**config.mk**
```make
export PLATFORM = sky130hd
export DESIGN_NAME = hazard_ctrl
export DESIGN_NICKNAME = d
export VERILOG_FILES = /design/src/rtl/hazard_ctrl.sv
export SDC_FILE = /design/constraint.sdc
export NUM_CORES = 1
export LEC_CHECK = 0
export CORE_ASPECT_RATIO = 1.1
export CORE_MARGIN = 10
export CORE_UTILIZATION = 46
export CTS_CLUSTER_SIZE = 28
export DETAILED_ROUTE_END_ITERATION = 12
export PLACE_DENSITY_LB_ADDON = 0.12
export SYNTH_ARGS = -nofsm -noshare
export SYNTH_HDL_FRONTEND = slang
export SYNTH_SLANG_ARGS = --single-unit
```
**constraint.sdc**
```tcl
create_clock -name CLK -period 3.61 [get_ports CLK]
set_input_delay 0.9025 -clock CLK [delete_from_list [all_inputs] [get_ports CLK]]
set_output_delay 0.9025 -clock CLK [all_outputs]
set_load 0.02 [all_outputs]
```
**src/rtl/hazard_ctrl.sv**
```systemverilog
// ID-stage interlock for a 5-stage pipeline: stalls dependent reads behind
// in-flight writers and sequences the branch wait / flush slots.
module hazard_ctrl #(
  parameter bit WB_BYPASS = 1'b1,
  parameter int CNT_W     = 16
) (
  input  logic             CLK,
  input  logic             RST_N,
  input  logic             id_valid,
  input  logic [4:0]       id_rs,
  input  logic [4:0]       id_rt,
  input  logic             id_use_rs,
  input  logic             id_use_rt,
  input  logic [4:0]       id_dst,
  input  logic             id_branch,
  input  logic             ex_taken,
  output logic             pc_we,
  output logic             fi_id_we,
  output logic             fi_id_flush,
  output logic             id_ex_bubble,
  output logic [1:0]       state,
  output logic [CNT_W-1:0] stall_cnt
);

  typedef enum logic [1:0] {
    RUN     = 2'd0,
    STALL   = 2'd1,
    BR_WAIT = 2'd2,
    FLUSH   = 2'd3
  } state_e;

  state_e           state_q, state_d;
  logic             exV_q, maV_q, wbV_q;
  logic [4:0]       exA_q, maA_q, wbA_q;
  logic [CNT_W-1:0] stall_cnt_q;
  logic             rs_match, rt_match, hazard, issue;

  localparam logic [CNT_W-1:0] CNT_ONE = {{(CNT_W-1){1'b0}}, 1'b1};

  // The WB entry only matters when the register file cannot write-then-read in one cycle.
  always_comb begin
    rs_match = (exV_q && exA_q == id_rs) || (maV_q && maA_q == id_rs) ||
               (!WB_BYPASS && wbV_q && wbA_q == id_rs);
    rt_match = (exV_q && exA_q == id_rt) || (maV_q && maA_q == id_rt) ||
               (!WB_BYPASS && wbV_q && wbA_q == id_rt);
    hazard   = id_valid &&
               ((id_use_rs && id_rs != 5'd0 && rs_match) ||
                (id_use_rt && id_rt != 5'd0 && rt_match));
  end

  always_comb begin
    pc_we        = 1'b1;
    fi_id_we     = 1'b1;
    fi_id_flush  = 1'b0;
    id_ex_bubble = 1'b1;
    issue        = 1'b0;
    state_d      = RUN;
    case (state_q)
      RUN, STALL: begin
        if (hazard) begin
          pc_we    = 1'b0;
          fi_id_we = 1'b0;
          state_d  = STALL;
        end else if (id_valid) begin
          issue        = 1'b1;
          id_ex_bubble = 1'b0;
          state_d      = id_branch ? BR_WAIT : RUN;
        end
      end
      BR_WAIT: begin
        pc_we    = 1'b0;
        fi_id_we = 1'b0;
        state_d  = ex_taken ? FLUSH : RUN;
      end
      FLUSH: begin
        fi_id_flush = 1'b1;
      end
      default: state_d = RUN;
    endcase
  end

  // Scoreboard shifts every clock; non-issuing cycles enter EX as invalid.
  always_ff @(posedge CLK or negedge RST_N) begin
    if (!RST_N) begin
      state_q     <= RUN;
      exV_q       <= 1'b0;
      maV_q       <= 1'b0;
      wbV_q       <= 1'b0;
      exA_q       <= 5'd0;
      maA_q       <= 5'd0;
      wbA_q       <= 5'd0;
      stall_cnt_q <= '0;
    end else begin
      state_q <= state_d;
      exV_q   <= issue && (id_dst != 5'd0);
      exA_q   <= id_dst;
      maV_q   <= exV_q;
      maA_q   <= exA_q;
      wbV_q   <= maV_q;
      wbA_q   <= maA_q;
      if (!pc_we && stall_cnt_q != '1) begin
        stall_cnt_q <= stall_cnt_q + CNT_ONE;
      end
    end
  end

  assign state     = state_q;
  assign stall_cnt = stall_cnt_q;

endmodule

```
==> flow_metrics.tcl <==
set metrics [dict create \
    finish.utilization 0.692 \
    core_area_um2 3050 \
    final.min_clock_period_ps 3500 \
    antenna_found_initial 0 \
    run_status "finished, final reports clean" \
    seq_power_share 0.445 \
    grt-ovfl-total 0 \
    firstDrtPassIters 5 \
    grt_usage 0.137 \
    start_kind "primary input" \
    yosysTopAreaCellShare 0.512 \
    fin_skew_ps 10.6 \
    met2WireLength_mm 1.89 \
    grt_max_degree 31 \
    cts.reportedPaths.clkPinSlew_ps 80 \
    rows 21 \
    clock-root-buffer "clkbuf_4" \
    avgSynthCellArea_um2 11.0 \
    final_nets 215 \
    p_sw_w 0.000286 \
    cts_buffers 5 \
    drv_slew 0 \
    dr.max_layer_used "met4" \
    critical_path.cell_chain "clkdlybuf4s50_1 -> or4_4 -> o21ai_4 -> nor2_1 -> a221o_2 -> inv_2 -> buf_6" \
    drive_gt1_frac 0.155 \
    io_buffers 43 \
    slew_headroom 0.756 \
    hold-path-endpoint "maV_q" \
    cts_max_level 2 \
    cts_tree "built" \
    wl_met1_mm 1.44 \
    avgViaCountPerCell 5.26 \
    cts.path.max_buffers 2 \
    postCtsSetupBuffers 0 \
    finalWirelength_mm 3.66 \
    cap_violations 0 \
    cp_max_fo 2 \
    cp.required_ps 2710 \
    start_util 0.482 \
    netlist.top_cell.by_area "dfrtp_1" \
    synth-seq-cells 30 \
    fp.dieH_um 79.2 \
    worstReg2RegEnd "stall_cnt[1]" \
    critical-path-max-stage-delay_ps 450 \
    synth_seq_area_share 0.512 \
    hp-class "flop to flop" \
    post-place-ws_ps -580 \
    rrSetupSlack_ps 1360 \
    pwr-share-clk 0.256 \
    synth_cell_types 27 \
    cts_num_sinks 30 \
    whs_path_depth 0 \
    synth_edf_count 0 \
    clock_latency_ps 330 \
    drc_errors 0 \
    die-width_um 73.9 \
    die_area_um2 5850 \
    hold_viol 0 \
    power.density_nw_per_um2 449 \
    power_frac_comb 0.299 \
    setup_slack_ps 110 \
    gp_congestion 0.873 \
    routedWlPerCell_um 16.1 \
    hold_buffers 0 \
    yosys-top-cells-count "34 x xnor2_1, 30 x dfrtp_1, 10 x nand4_1" \
    hpwlAfterDp_mm 2.85 \
    antenna_cells 0 \
    intPower_w 0.000661 \
    peakVddDrop_uv 457 \
    leakagePower_nw 0.896 \
    netSwitchingFraction 0.302 \
    crit_arrival_ps 2600 \
    grt_pass1_wl_mm 6.42 \
    min_from "exV_q" \
    fmax_mhz 286 \
    setup_viol 0 \
    pin_count 44 \
    syn-num-nets 157 \
    startpoint "id_rs[4]" \
    worstMarginPinSlew_ps 366 \
    worstRegToRegCells 5 \
    critPathKind "primary input to output port" \
    grt_pass1_vias 1333 \
    cp-end-kind "output port" \
    ys_top_cells_by_area "dfrtp_1 51%, xnor2_1 20%, nand4_1 4.3%, nand3_1 3.1%, and3_1 2.6%" \
    synth.most_common_cell "xnor2_1" \
    wl_met3_um 267 \
    worstReg2RegStart "stall_cnt[8]" \
    ys.flop_type "dfrtp_1" \
    vias 1194 \
    synth_area_um2 1470 \
    drt_iter0_drc 37 \
    critPathSlowestCell "or4_4" \
    ant_nets 0 \
    rsz0062_at_grt "no" \
    area_delta_synth_final_pct 43.6 \
    period_share 0.970 \
    synthCells 134 \
    ys_async_sr_fraction 1.00 \
    ys_warn_count 0 \
]
## stage by stage
step / hold WS, ps / power, W / setup TNS, ps / instance area [um2] / std cells
finish: 412 / 0.000946 / 0 / 2110 / 227
global placement: 386 / 0.000702 / -1440 / 2000 / 219
CTS: 417 / 0.000960 / 0 / 2090 / 227
floorplan: 374 / 0.000566 / 0 / 1470 / 134
global route: 425 / 0.00101 / 0 / 2110 / 227
detailed placement: 398 / 0.000711 / -1500 / 2000 / 219
## per-layer routing
metal / global-route usage / vias to the layer above
met1: 0.147 / 568
met2: 0.232 / 38
met5: 0 / -
met3: 0.0560 / 7
met4: 0.0504 / 0
li1: - / 581
## layout by cell type, fill, tap and decap left out, types with 3 or more instances in the layout
cell type        count
dfrtp_1             30
dlymetal6s2s_1       4
clkbuf_4             5
nand3_1              9
nor2b_1              3
and3_1               6
nor2_1               4
clkbuf_8             3
xnor2_1             34
nand4_1             10
nand2_1              9
clkdlybuf4s50_1     33
buf_4               11
and2_1               3
dlygate4sd2_1        3
## final cells by class
cell class | instances | area, um2
tap | 34 | 42.5
sequential | 30 | 751
timing repair buffer | 54 | 523
clock buffer | 8 | 78.8
fill | 236 | 940
inverter | 3 | 11.3
multi-input combinational | 98 | 702
## critical path: cells and delay by family
kind	cells	cell delay [ps]
buffers and inverters	3	640
AO/OA/AOI/OAI	2	560
AND/OR/NAND/NOR	2	510
## power by group through the flow
stage	combinational, W	sequential, W	clock [W]
after floorplan	0.000104	0.000462	0
after CTS	0.000286	0.000421	0.000253
after global placement	0.000277	0.000425	0
after detailed placement	0.000285	0.000426	0
after global routing	0.000305	0.000430	0.000270
final	0.000283	0.000421	0.000242
## logic make-up (layout without fill, tap and decap cells)
family,count (synthesis),count (layout),synth area share
flops,30,30,0.512
xor+xnor,34,34,0.203
simple gates,52,52,0.198
fa+ha+maj,1,1,0.00852
buf+inv,6,65,0.0239
mux,2,2,0.0153
compound gates,9,9,0.0401
## how the worst max path moves through the flow
| stage | slack (ps) | cells past startpoint | end |
|---|---|---|---|
| 2_1_floorplan | 140 | 7 | pc_we |
| 3_3_place_gp | -550 | 7 | fi_id_we |
| 3_5_place_dp | -580 | 7 | fi_id_we |
| 4_1_cts | 3 | 7 | fi_id_we |
| 5_1_grt | 4 | 7 | fi_id_we |
| 6_report | 110 | 7 | fi_id_we |
## flip-flops by register name (all words and copies together), names as in the netlist
signal and cells:
maA_q 5, stall_cnt 16, exV_q 1, exA_q 5
maV_q 1, state 2
## what timing repair did
item | in CTS | in global routing
gates resized for setup | 22 | 6
endpoints found under the setup margin | 3 | 3
pin swaps | 3 | 5
No activity file was read; power rests on OpenSTA's default activity.
